<file path="config.mk">
export PLATFORM = sky130hd
export DESIGN_NAME = miyajiro_uart_tx
export DESIGN_NICKNAME = d
export VERILOG_FILES = /design/src/rtl/miyajiro_uart_pkg.sv /design/src/rtl/miyajiro_sync_fifo.sv /design/src/rtl/miyajiro_uart_tx.sv
export SDC_FILE = /design/constraint.sdc
export NUM_CORES = 1
export LEC_CHECK = 0
export BUFFER_PORTS_ARGS = -buffer_cell sky130_fd_sc_hd__buf_2
export CORE_MARGIN = 4
export CORE_UTILIZATION = 62
export CTS_CLUSTER_DIAMETER = 150
export DETAILED_ROUTE_END_ITERATION = 16
export PLACE_DENSITY = 0.76
export SYNTH_ARGS = -nofsm -noshare
export SYNTH_HDL_FRONTEND = slang
export SYNTH_SLANG_ARGS = --single-unit
</file>
<file path="constraint.sdc">
create_clock -name clk -period 3.93 [get_ports clk]
set_clock_uncertainty 0.1 [all_clocks]
set_input_delay 0.393 -clock clk [delete_from_list [all_inputs] [get_ports clk]]
set_output_delay 0.393 -clock clk [all_outputs]
set_load 0.1 [all_outputs]
</file>
<file path="src/rtl/miyajiro_uart_pkg.sv">
// Shared types and constants for the MIYAJIRO UART transmitter and receiver.
package miyajiro_uart_pkg;

   typedef enum logic [2:0] {
      IDLE   = 3'd0,
      START  = 3'd1,
      DATA   = 3'd2,
      PARITY = 3'd3,
      STOP   = 3'd4
   } uart_tx_state_t;

   localparam int UART_DATA_W              = 8;
   localparam int UART_DEFAULT_CLK_PER_BIT = 868;

endpackage

</file>
<file path="src/rtl/miyajiro_sync_fifo.sv">
// Synchronous FIFO with occupancy count; push while full and pop while empty are ignored.
module miyajiro_sync_fifo #(
   parameter int WIDTH = 8,
   parameter int DEPTH = 16
) (
   input  logic                     clk,
   input  logic                     reset,
   input  logic                     push,
   input  logic [WIDTH-1:0]         push_data,
   input  logic                     pop,
   output logic [WIDTH-1:0]         pop_data,
   output logic [$clog2(DEPTH):0]   count,
   output logic                     full,
   output logic                     empty
);

   localparam int AW = $clog2(DEPTH);

   logic [WIDTH-1:0] mem [DEPTH];
   logic [AW-1:0]    wr_ptr;
   logic [AW-1:0]    rd_ptr;
   logic [AW:0]      count_r;
   logic             push_ok;
   logic             pop_ok;

   assign full     = (count_r == (AW+1)'(DEPTH));
   assign empty    = (count_r == '0);
   assign push_ok  = push && !full;
   assign pop_ok   = pop && !empty;
   assign pop_data = mem[rd_ptr];
   assign count    = count_r;

   always_ff @(posedge clk) begin
      if (reset) begin
         wr_ptr  <= '0;
         rd_ptr  <= '0;
         count_r <= '0;
      end else begin
         if (push_ok) wr_ptr <= wr_ptr + AW'(1);
         if (pop_ok)  rd_ptr <= rd_ptr + AW'(1);
         if (push_ok && !pop_ok)
            count_r <= count_r + (AW+1)'(1);
         else if (pop_ok && !push_ok)
            count_r <= count_r - (AW+1)'(1);
      end
   end

   // Storage carries no reset; contents are only observed through valid pointers.
   always_ff @(posedge clk) begin
      if (push_ok) mem[wr_ptr] <= push_data;
   end

endmodule

</file>
<file path="src/rtl/miyajiro_uart_tx.sv">
// Buffered 8N1 UART transmitter for the MIYAJIRO CPU output path.
// Define MIYAJIRO_UART_TX_PARITY_EN to insert an even-parity bit (8E1).
module miyajiro_uart_tx
   import miyajiro_uart_pkg::*;
#(
   parameter int CLK_PER_BIT = UART_DEFAULT_CLK_PER_BIT,
   parameter int FIFO_DEPTH  = 16
) (
   input  logic                          clk,
   input  logic                          reset,
   input  logic                          wr_valid,
   input  logic [UART_DATA_W-1:0]        wr_data,
   output logic                          wr_ready,
   output logic                          txd,
   output logic                          busy,
   output logic [$clog2(FIFO_DEPTH):0]   fifo_count,
   output logic [2:0]                    state
);

   localparam int                CNT_W      = $clog2(CLK_PER_BIT);
   localparam logic [CNT_W-1:0]  CNT_RELOAD = CNT_W'(CLK_PER_BIT - 1);

   uart_tx_state_t         state_r;
   logic [CNT_W-1:0]       bit_cnt;
   logic [2:0]             bit_idx;
   logic [UART_DATA_W-1:0] shifter;
   logic                   txd_r;
   logic                   busy_r;
   logic                   bit_end;
   logic                   push;
   logic                   pop;
   logic                   full;
   logic                   empty;
   logic [UART_DATA_W-1:0] fifo_data;
`ifdef MIYAJIRO_UART_TX_PARITY_EN
   logic                   parity_r;
`endif

   // Write port: a byte transfers on any rising edge with wr_valid && wr_ready;
   // wr_ready is !full only, so a pop in the same cycle never frees a slot early.
   assign wr_ready = !full;
   assign push     = wr_valid && !full;
   assign bit_end  = (bit_cnt == '0);
   assign pop      = !empty && ((state_r == IDLE) || (state_r == STOP && bit_end));
   assign txd      = txd_r;
   assign busy     = busy_r;
   assign state    = state_r;

   miyajiro_sync_fifo #(
      .WIDTH (UART_DATA_W),
      .DEPTH (FIFO_DEPTH)
   ) u_fifo (
      .clk       (clk),
      .reset     (reset),
      .push      (push),
      .push_data (wr_data),
      .pop       (pop),
      .pop_data  (fifo_data),
      .count     (fifo_count),
      .full      (full),
      .empty     (empty)
   );

   always_ff @(posedge clk) begin
      if (reset) begin
         state_r  <= IDLE;
         txd_r    <= 1'b1;
         busy_r   <= 1'b0;
         bit_cnt  <= CNT_RELOAD;
         bit_idx  <= '0;
         shifter  <= '0;
`ifdef MIYAJIRO_UART_TX_PARITY_EN
         parity_r <= 1'b0;
`endif
      end else if (pop) begin
         // Popping from IDLE or the last STOP cycle both start a frame next cycle.
         state_r  <= START;
         txd_r    <= 1'b0;
         busy_r   <= 1'b1;
         bit_cnt  <= CNT_RELOAD;
         shifter  <= fifo_data;
`ifdef MIYAJIRO_UART_TX_PARITY_EN
         parity_r <= ^fifo_data;
`endif
      end else begin
         case (state_r)
            IDLE: begin
               txd_r  <= 1'b1;
               busy_r <= push;
            end
            START: begin
               if (bit_end) begin
                  state_r <= DATA;
                  txd_r   <= shifter[0];
                  shifter <= shifter >> 1;
                  bit_idx <= '0;
                  bit_cnt <= CNT_RELOAD;
               end else begin
                  bit_cnt <= bit_cnt - CNT_W'(1);
               end
            end
            DATA: begin
               if (bit_end) begin
                  bit_cnt <= CNT_RELOAD;
                  if (bit_idx == 3'd7) begin
`ifdef MIYAJIRO_UART_TX_PARITY_EN
                     state_r <= PARITY;
                     txd_r   <= parity_r;
`else
                     state_r <= STOP;
                     txd_r   <= 1'b1;
`endif
                  end else begin
                     bit_idx <= bit_idx + 3'd1;
                     txd_r   <= shifter[0];
                     shifter <= shifter >> 1;
                  end
               end else begin
                  bit_cnt <= bit_cnt - CNT_W'(1);
               end
            end
`ifdef MIYAJIRO_UART_TX_PARITY_EN
            PARITY: begin
               if (bit_end) begin
                  state_r <= STOP;
                  txd_r   <= 1'b1;
                  bit_cnt <= CNT_RELOAD;
               end else begin
                  bit_cnt <= bit_cnt - CNT_W'(1);
               end
            end
`endif
            STOP: begin
               if (bit_end) begin
                  state_r <= IDLE;
                  txd_r   <= 1'b1;
                  busy_r  <= push;
                  bit_cnt <= CNT_RELOAD;
               end else begin
                  bit_cnt <= bit_cnt - CNT_W'(1);
               end
            end
            default: begin
               state_r <= IDLE;
               txd_r   <= 1'b1;
               busy_r  <= 1'b0;
            end
         endcase
      end
   end

endmodule

</file>
==> results.json, run 1 <==
{
  "numPlacedInstances": 628,
  "cts_tree": "built",
  "ant_nets": 0,
  "synth.yosys.warnings": 0,
  "fp.coreArea_mm2": 0.0114,
  "fin_crit_sh_pct": 82.6,
  "drc": 0,
  "die_area_mm2": 0.0134,
  "worstSetupPathType": "register to register",
  "cts_made_buffers": 17,
  "synth_seq_area_share_pct": 65.6,
  "fin_tns_setup_ns": 0,
  "final_layout_size_suffix_gt1_share_pct": 21.7,
  "synth.net_count": 508,
  "arrival_ns": 3.49,
  "num-fill-cells": 762,
  "slowest_stage": "nor4_2",
  "syn2layout_area_growth_pct": 10.6,
  "status": "finished clean",
  "cts_setup_buffers": 0,
  "ys_top_cells_by_area": "edfxtp_1 (54%), dfxtp_1 (12%), mux4_2 (7.5%), mux2i_1 (2.5%), ha_1 (2.3%)",
  "hold_violations": 0,
  "place.gp.congestion": 0.856,
  "cp.buffers_inverters": 2,
  "finalNonFillerCells": 660,
  "worst_pin_slew_ns": 1.16,
  "crit_path_start_kind": "register",
  "synthArstFlopShare_pct": 0,
  "crit_fanout": 14,
  "grt_pass1_wl_mm": 22.8,
  "clockBufferDepth": 2,
  "diodes": 0,
  "grt_overflow": 0,
  "worstSkewPairLatency_ns": 0.42,
  "cpLargestDelayFamily": "simple AND/OR/NAND/NOR gates",
  "h-tree-depth": 4,
  "root_buffer": "clkbuf_16",
  "setup_viol": 0,
  "max_stage_delay_ns": 0.59,
  "synth_largest_area_cell": "edfxtp_1",
  "max_freq_mhz": 308,
  "synth.cell_area_mm2": 0.00717,
  "cap_violations": 0,
  "vias": 4020,
  "dpl_worst_slack_ns": 0.740,
  "fin_crit_ns": 3.24,
  "track_usage_pct": 23.3,
  "cts_hold_buf": 0,
  "fin_ws_ns": 0.686,
  "yosysUniqueCellTypes": 57,
  "cp-end-kind": "register",
  "synthCells": 483,
  "antenna_found_initial": 0,
  "clkSlewWorstSetupHoldPaths_ns": 0.07,
  "finalNetCount": 529,
  "worstPathCellList": "nor4_2 -> a221oi_2 -> and2_4 -> inv_4 -> ha_1 -> inv_1 -> fa_1 -> a21o_1 -> a21oi_1 -> xnor2_1 -> or3_1 -> a21oi_1",
  "rows": 39,
  "cts_resized": 0,
  "pin_count": 22,
  "cpMostUsedCell": "a21oi_1",
  "synth-edff-count": 128,
  "p_per_area_mw_per_mm2": 658,
  "rsz0062_at_grt": "no",
  "io_buffers": 21,
  "seqCellArea_mm2": 0.00471,
  "vdd_drop_max_mv": 0.553,
  "dp_hpwl_mm": 9.00,
  "p_leak_nw": 2.68,
  "syn_area_per_cell_um2": 14.9,
  "initial_core_util_pct": 63.1,
  "final-max-slew-violation-count": 0,
  "drt_iter0_markers": 343,
  "grt_max_degree": 32,
  "ys.flop_type": "edfxtp_1",
  "grt_pass1_vias": 4113,
  "required_ns": 4.18,
  "multi_input_area_mm2": 0.00227,
  "hp-class": "primary input to register",
  "post-route-util_pct": 69.8,
  "die_w_um": 116,
  "drtPass1Iterations": 5,
  "ys_seq_elements": 171,
  "detail_route.wl_per_cell_um": 21.4,
  "wl_mm": 14.1,
  "die_h_um": 116,
  "netlist.area_leader.share_pct": 53.6,
  "vias_per_cell": 6.09,
  "max_slew_margin_pct": 22.9,
  "clkSinkCount": 171
}
[cells in the mapped netlist (2+ instances only)]
library cell / instances
a211oi_1: 2
a21o_1: 2
a21oi_1: 24
a221oi_2: 2
a22oi_1: 7
a32o_1: 7
and3_1: 2
buf_2: 8
buf_6: 5
clkbuf_1: 12
dfxtp_1: 43
edfxtp_1: 128
ha_1: 13
inv_1: 11
mux2_2: 6
mux2i_1: 18
mux4_2: 24
nand2_1: 28
nand2_2: 6
nand2b_1: 10
nand3_1: 11
nand3b_1: 4
nand4_1: 3
nand4b_1: 2
nor2_1: 41
nor2b_1: 5
nor3_1: 4
o211ai_1: 2
o21ai_0: 4
or2_2: 3
or3_1: 2
xnor2_1: 7
xor2_1: 13
[power breakdown]
group / switching (mW) / internal (mW)
combinational: 0.858 / 0.559
clock: 0.679 / 0.935
sequential: 0.125 / 2.07
[state kept, by name (all words and copies together), names as in the netlist, named ones only]
name           count
txd                1
u_fifo.mem       128
busy               1
state              3
u_fifo.count       5
bit_idx            3
u_fifo.rd_ptr      4
bit_cnt           10
u_fifo.wr_ptr      4
shifter            8
[layout by cell type, fill, tap and decap left out, types with 7 or more instances in the layout]
master / Yosys / final
a21oi_1: 24 / 24
ha_1: 13 / 13
buf_4: 1 / 7
xor2_1: 13 / 13
dfxtp_1: 43 / 42
a32o_1: 7 / 7
clkbuf_16: 0 / 17
mux4_2: 24 / 24
xnor2_1: 7 / 7
nand3_1: 11 / 11
edfxtp_1: 128 / 128
nand2_1: 28 / 28
nor2_1: 41 / 41
inv_1: 11 / 11
buf_2: 8 / 21
mux2i_1: 18 / 18
nand2b_1: 10 / 10
a22oi_1: 7 / 7
[metal layers]
metal	GRT usage, %	vias up	wire, µm
met2	37.2	137	7050
met3	5.48	13	865
met4	7.20	0	118
met5	0	-	0
li1	-	1860	-
met1	32.4	2010	6110
[cell type report]
| cell class | count | share of cell area, % |
|---|---|---|
| clock inverters | 15 | 1.88 |
| flip-flops and latches | 171 | 59.3 |
| inverters | 12 | 0.599 |
| repair buffers | 28 | 1.99 |
| well taps | 143 | 2.25 |
| clock buffers | 17 | 5.36 |
| multi-input cells | 274 | 28.6 |
[final timing paths]
check / slack, ns / endpoint / start / depth (start not counted)
min: 0.25 / u_fifo.mem[14][2] / wr_data[2] / 1
max: 0.69 / u_fifo.count[4] / u_fifo.count[0] / 12
min reg2reg: 0.36 / shifter[0] / shifter[0] / 2
max reg2reg: 0.69 / u_fifo.count[4] / u_fifo.count[0] / 12
[metrics by stage]
stage / power (mW) / instance area (µm²) / hold WS [ns]
after CTS: 5.24 / 7940 / 0.249
final: 5.23 / 7940 / 0.252
after global routing: 5.48 / 7940 / 0.265
after floorplan: 3.39 / 7170 / 0.332
after detailed placement: 3.64 / 7360 / 0.352
after global placement: 3.60 / 7360 / 0.338
[cell families (layout without fill, tap and decap cells)]
family                     Yosys count  count (layout)  share of synthesized area (%)
DFF                                171             171                           65.6
muxes                               48              48                           11.0
buffers and inverters               38              72                           2.74
AOI/OAI and AO/OA                   61              61                           6.24
and+or+nand+nor                    131             131                           9.45
adders and majority gates           14              14                           2.55
xor gates and xnor gates            20              20                           2.44
Power figures use the tool's default switching activity.
==> run 2: changes to the inputs <==
--- a/config.mk
+++ b/config.mk
@@ -7,10 +7,10 @@
 export LEC_CHECK = 0
 export BUFFER_PORTS_ARGS = -buffer_cell sky130_fd_sc_hd__buf_2
 export CORE_MARGIN = 4
-export CORE_UTILIZATION = 62
+export CORE_UTILIZATION = 56
 export CTS_CLUSTER_DIAMETER = 150
 export DETAILED_ROUTE_END_ITERATION = 16
-export PLACE_DENSITY = 0.76
+export PLACE_DENSITY = 0.73
 export SYNTH_ARGS = -nofsm -noshare
 export SYNTH_HDL_FRONTEND = slang
 export SYNTH_SLANG_ARGS = --single-unit
==> constraint.sdc (replaced) <==
create_clock -name clk -period 2.75 [get_ports clk]
set_clock_uncertainty 0.1 [all_clocks]
set_input_delay 0.275 -clock clk [delete_from_list [all_inputs] [get_ports clk]]
set_output_delay 0.275 -clock clk [all_outputs]
set_load 0.1 [all_outputs]
==> run 2 against run 1 <==
Cell area increased by 3.9%; cell count increased by 6.5%; fmax increased by 19%; routed wire length decreased by 0.47%; global-route usage decreased by 2.6 points; non-clock buffer count increased by 15; worst hold slack got worse by 0.11 ns; sequential power increased by 43%; largest power group unchanged.
==> results.json, run 2 (synthesis gave the netlist of run 1 again) <==
{
  "max_stage_delay_ns": 0.56,
  "vias": 4059,
  "max_slew_margin_pct": 38.2,
  "place.gp.congestion": 0.828,
  "num-fill-cells": 846,
  "drt_iter0_markers": 361,
  "drc": 0,
  "required_ns": 2.99,
  "multi_input_area_mm2": 0.00234,
  "initial_core_util_pct": 57.1,
  "rows": 41,
  "fp.coreArea_mm2": 0.0126,
  "vdd_drop_max_mv": 0.637,
  "worstSetupPathType": "register to register",
  "ant_nets": 0,
  "die_area_mm2": 0.0147,
  "grt_overflow": 0,
  "clkSinkCount": 171,
  "final_cell_mix": "edfxtp_1 (128), nor2_1 (41), dfxtp_1 (33)",
  "rsz0062_at_grt": "yes",
  "die_w_um": 121,
  "cap_violations": 0,
  "cts_tree": "built",
  "reg2reg_to": "u_fifo.count[4]",
  "p_leak_nw": 2.80,
  "grt_pass1_vias": 4199,
  "h-tree-depth": 4,
  "root_buffer": "clkbuf_16",
  "r2r-start": "bit_cnt[5]",
  "vias_per_cell": 5.77,
  "place_area_mm2": 0.00758,
  "largest_reg_flops": 128,
  "largest-register": "u_fifo.mem",
  "io_buffers": 21,
  "worstPathCellList": "or4_4 -> o21ai_4 -> and2_4 -> inv_4 -> ha_4 -> inv_4 -> ha_4 -> a21o_1 -> a21oi_2 -> xnor2_1 -> or3_1 -> a21oi_1",
  "cts_made_buffers": 17,
  "dp_hpwl_mm": 9.11,
  "whs_path_depth": 1,
  "top_regs": "u_fifo.mem x128, bit_cnt x10, shifter x8",
  "max_freq_mhz": 366,
  "drtPass1Iterations": 7,
  "p_per_area_mw_per_mm2": 960,
  "cp-end-kind": "register",
  "detail_route.wl_per_cell_um": 20.0,
  "hp-start": "wr_data[7]",
  "mostFrequentLayoutCell": "edfxtp_1",
  "hp-class": "primary input to register",
  "crit_path_start_kind": "register",
  "antenna_found_initial": 0,
  "track_usage_pct": 20.7,
  "arrival_ns": 2.97,
  "reg2reg_depth": 12,
  "post-route-util_pct": 65.6,
  "setup_viol": 0,
  "syn2layout_area_growth_pct": 15.0,
  "hold_violations": 0,
  "finalNetCount": 544,
  "cp.buffers_inverters": 2,
  "slowest_stage": "or4_4",
  "wl_mm": 14.1,
  "fin_crit_sh_pct": 99.3,
  "status": "finished clean",
  "pin_count": 22,
  "crit_fanout": 4,
  "seqCellArea_mm2": 0.00473,
  "final-max-slew-violation-count": 0,
  "diodes": 0,
  "clkSlewWorstSetupHoldPaths_ns": 0.06,
  "fin_crit_ns": 2.73,
  "grt_max_degree": 32,
  "min_to": "u_fifo.mem[11][7]",
  "clockBufferDepth": 2,
  "die_h_um": 121,
  "grt_pass1_wl_mm": 22.6,
  "cpLargestDelayFamily": "simple AND/OR/NAND/NOR gates",
  "stdcell_area_mm2": 0.00825,
  "worst_pin_slew_ns": 0.923,
  "holdWs_ns": 0.139,
  "final_layout_size_suffix_gt1_share_pct": 26.7,
  "ff2ff_setup_slack_ns": 0.02,
  "worstSkewPairLatency_ns": 0.43
}
run 2: changes by cell type in the layout (fill, tap and decap cells not counted), sizes merged:
cell,change
inv,-3
buf,+15
clkinv,-1
bufinv,+3
run 2: how the worst max path moves through the flow:
stage                         start               to  slack (ns)  depth (start not counted)
finish                   bit_cnt[5]  u_fifo.count[4]        0.02                         12
global route        u_fifo.count[0]  u_fifo.count[4]       -0.11                         12
floorplan           u_fifo.count[3]  u_fifo.count[4]       -0.09                         13
global placement         bit_cnt[3]  u_fifo.count[4]        0.03                         12
CTS                      bit_cnt[5]  u_fifo.count[4]        0.01                         12
detailed placement       bit_cnt[2]  u_fifo.count[4]       -0.02                         12
run 2: repair_timing:
| action | CTS | global route |
|---|---|---|
| setup endpoints to repair | 1 | 1 |
| resized for setup | 2 | 2 |
| hold endpoints to repair | 0 | 0 |
| pin swaps | 3 | 2 |
| hold buffers | 0 | 0 |
| buffers inserted | 2 | 1 |
run 2: where the power goes:
group / switching [mW] / internal, mW / total [mW]
clock network: 0.921 / 1.59 / 2.51
registers: 0.167 / 2.97 / 3.14
logic: 1.30 / 0.965 / 2.26
total: 2.39 / 5.53 / 7.92
run 2: area by class of cell:
cell class	instances	area share (%)
clock buffer	17	5.16
clock inverter	14	2.46
inverter	12	0.607
multi-input combinational	274	28.3
sequential	171	57.4
tap	172	2.61
timing repair buffer	43	3.43
run 2: worst reg2reg max path: stages (launching register included):
cell,delay (ns)
dfxtp_2,0.34
or4_4,0.56
o21ai_4,0.16
and2_4,0.18
inv_4,0.04
ha_4,0.16
inv_4,0.08
ha_4,0.20
a21o_1,0.19
a21oi_2,0.14
xnor2_1,0.07
or3_1,0.30
a21oi_1,0.13
run 2: per-stage QoR:
step / total power, mW / cells / TNS [ns] / setup slack, ns
after floorplan: 4.93 / 483 / -0.0910 / -0.0910
final: 7.92 / 703 / 0 / 0.0203
after global placement: 5.35 / 669 / 0 / 0.0288
after global routing: 8.28 / 703 / -0.110 / -0.110
after CTS: 7.95 / 702 / 0 / 0.0142
after detailed placement: 5.41 / 669 / -0.0232 / -0.0232
run 2: layer usage:
| metal | track usage (%) | routed length (µm) | vias up |
|---|---|---|---|
| met4 | 7.07 | 221 | 0 |
| met5 | 0 | 0 | - |
| li1 | - | - | 1892 |
| met2 | 34.1 | 7150 | 119 |
| met1 | 27.7 | 5920 | 2030 |
| met3 | 4.43 | 790 | 18 |
==> run 3: changes to the inputs <==
--- a/config.mk
+++ b/config.mk
@@ -10,6 +10,7 @@
 export CORE_UTILIZATION = 56
 export CTS_CLUSTER_DIAMETER = 150
 export DETAILED_ROUTE_END_ITERATION = 16
+export GPL_TIMING_DRIVEN = 0
 export PLACE_DENSITY = 0.73
 export SYNTH_ARGS = -nofsm -noshare
 export SYNTH_HDL_FRONTEND = slang
==> run 3 against run 2 <==
The flow now finishes with violations (setup timing); global-route usage up 0.39 points; critical path depth did not move; fmax shrank 4.0%; sequential power about the same; first-iteration DRC count increased by 15%; die area stayed put; critical endpoint unchanged; largest cell class unchanged.
==> results.json, run 3 (synthesis gave the netlist of run 1 again) <==
{
  "fin_tns_setup_ns": -0.0944,
  "fin_crit_sh_pct": 103,
  "worstSetupPathType": "register to register",
  "max_slew_margin_pct": 40.3,
  "arrival_ns": 3.10,
  "largest_reg_flops": 128,
  "grt_max_degree": 17,
  "pwr-share-seq_pct": 40.1,
  "initial_core_util_pct": 57.1,
  "num-fill-cells": 843,
  "io_buffers": 21,
  "required_ns": 3.00,
  "cts_made_buffers": 17,
  "holdWs_ns": 0.134,
  "hp-class": "primary input to register",
  "rsz0062_at_grt": "yes",
  "cp.buffers_inverters": 2,
  "drtPass1Iterations": 4,
  "syn2layout_area_growth_pct": 15.6,
  "comb_power_share_pct": 30.8,
  "max_stage_delay_ns": 0.57,
  "place_area_mm2": 0.00758,
  "fin_ws_ns": -0.0944,
  "cpLargestDelayFamily": "simple AND/OR/NAND/NOR gates",
  "vias": 4232,
  "crit_path_start_kind": "register",
  "ant_nets": 0,
  "numPlacedInstances": 676,
  "violations": "setup timing",
  "clkSlewWorstSetupHoldPaths_ns": 0.06,
  "h-tree-depth": 4,
  "status": "finished with violations",
  "cts_tree": "built",
  "p_per_area_mw_per_mm2": 938,
  "pin_count": 22,
  "finalNonFillerCells": 720,
  "setup_viol": 1,
  "use_met2_pct": 31.6,
  "diodes": 0,
  "root_buffer": "clkbuf_16",
  "top_regs": "u_fifo.mem x128, bit_cnt x10, shifter x8",
  "clkPwrFrac_pct": 29.1,
  "gr-usage-met3_pct": 5.55,
  "cp-end-kind": "register",
  "detail_route.wl_per_cell_um": 20.1,
  "finalNetCount": 560,
  "final-max-slew-violation-count": 0,
  "fp.coreArea_mm2": 0.0126,
  "worst_pin_slew_ns": 0.892,
  "largest-register": "u_fifo.mem",
  "p_sw_mw": 2.55,
  "grt_pass1_wl_mm": 22.8,
  "vias_per_cell": 5.88,
  "hold_violations": 0,
  "p_int_mw": 5.22,
  "final_layout_size_suffix_gt1_share_pct": 27.9,
  "fin_crit_ns": 2.84,
  "swShare_pct": 32.8,
  "r2r-start": "bit_cnt[2]",
  "power_mw": 7.77,
  "place.gp.congestion": 0.833,
  "stdcell_area_mm2": 0.00829,
  "final_cell_mix": "edfxtp_1 (128), nor2_1 (41), dfxtp_1 (34)",
  "worstPathCellList": "or4_4 -> o21ai_4 -> and2_4 -> inv_8 -> ha_4 -> inv_6 -> ha_4 -> a21o_1 -> a21oi_2 -> xnor2_1 -> or3_1 -> a21oi_2",
  "cap_violations": 0,
  "cp-startpoint": "bit_cnt[2]",
  "vdd_drop_max_mv": 0.614,
  "grt_overflow": 0,
  "p_leak_nw": 2.84,
  "drc": 0,
  "crit_fanout": 4,
  "rows": 41,
  "hp-start": "reset",
  "slowest_stage": "or4_4",
  "multi_input_area_mm2": 0.00237,
  "antenna_found_initial": 0,
  "seqCellArea_mm2": 0.00473,
  "die_w_um": 121,
  "die_h_um": 121,
  "max_freq_mhz": 352,
  "clkSinkCount": 171,
  "worstSkewPairLatency_ns": 0.42,
  "clockBufferDepth": 2,
  "wl_mm": 14.5,
  "drt_iter0_markers": 414,
  "die_area_mm2": 0.0147,
  "mostFrequentLayoutCell": "edfxtp_1",
  "grt_use_met1_pct": 30.4,
  "track_usage_pct": 21.1,
  "grt_pass1_vias": 4101,
  "dp_hpwl_mm": 9.68,
  "grt_busiest_layer": "met2"
}
[run 3: cell count changes in the layout (fill, tap and decap cells not counted), moves of 2 or more]
cell / change
inv_8: +5
clkbuf_8: +2
clkinv_2: -2
bufinv_16: -5
clkinv_4: +3
a21oi_2: +2
buf_6: +5
buf_2: +7
buf_4: -8
a21oi_1: -2
clkinv_1: -2
clkbuf_1: +12
nor3_2: +2
nor3_1: -2
[run 3: final timing paths]
| check | to | slack [ns] | cells past startpoint |
|---|---|---|---|
| max | u_fifo.count[4] | -0.09 | 12 |
| min reg2reg | shifter[0] | 0.36 | 2 |
| max reg2reg | u_fifo.count[4] | -0.09 | 12 |
| min | busy | 0.13 | 4 |
[run 3: worst register-to-register path, cell delays in order (launching register included)]
cell     delay (ns)
dfxtp_2        0.33
or4_4          0.57
o21ai_4        0.19
and2_4         0.21
inv_8          0.04
ha_4           0.17
inv_6          0.07
ha_4           0.21
a21o_1         0.16
a21oi_2        0.13
xnor2_1        0.10
or3_1          0.38
a21oi_2        0.11
[run 3: what timing repair did]
action,in CTS,in global routing
endpoints found under the setup margin,34,74
pin swaps,2,12
cloned,0,0
gates resized for setup,6,8
buffers inserted,2,10
endpoints found under the hold margin,1,0
hold buffers,1,0
[run 3: power groups by stage]
stage,registers [mW],clock network (mW),logic (mW)
2_1_floorplan,3.44,0,1.49
3_3_place_gp,3.15,0,2.20
3_5_place_dp,3.17,0,2.24
4_1_cts,3.11,2.29,2.27
5_1_grt,3.14,2.40,2.58
6_report,3.12,2.26,2.39
[run 3: metal layers]
| layer | part of all wire [%] | up-vias |
|---|---|---|
| li1 | - | 1938 |
| met1 | 43 | 2109 |
| met2 | 48 | 169 |
| met3 | 6.6 | 16 |
| met4 | 1.7 | 0 |
| met5 | 0 | - |
[run 3: through the flow]
step | setup WS, ns | utilization [%]
floorplan | -0.0910 | -
detailed placement | -0.263 | 60.3
finish | -0.0944 | 66.0
CTS | -0.215 | 65.2
global placement | -0.236 | 60.3
global route | -0.202 | 66.0
[run 3: layout make-up]
cell class | instances | share of cell area [%]
plain buffers | 25 | 1.74
clock buffers | 20 | 5.55
clock inverters | 12 | 1.28
inverters | 12 | 0.694
multi-input cells | 274 | 28.6
flip-flops and latches | 171 | 57.1
well taps | 172 | 2.60
repair buffers | 34 | 2.48
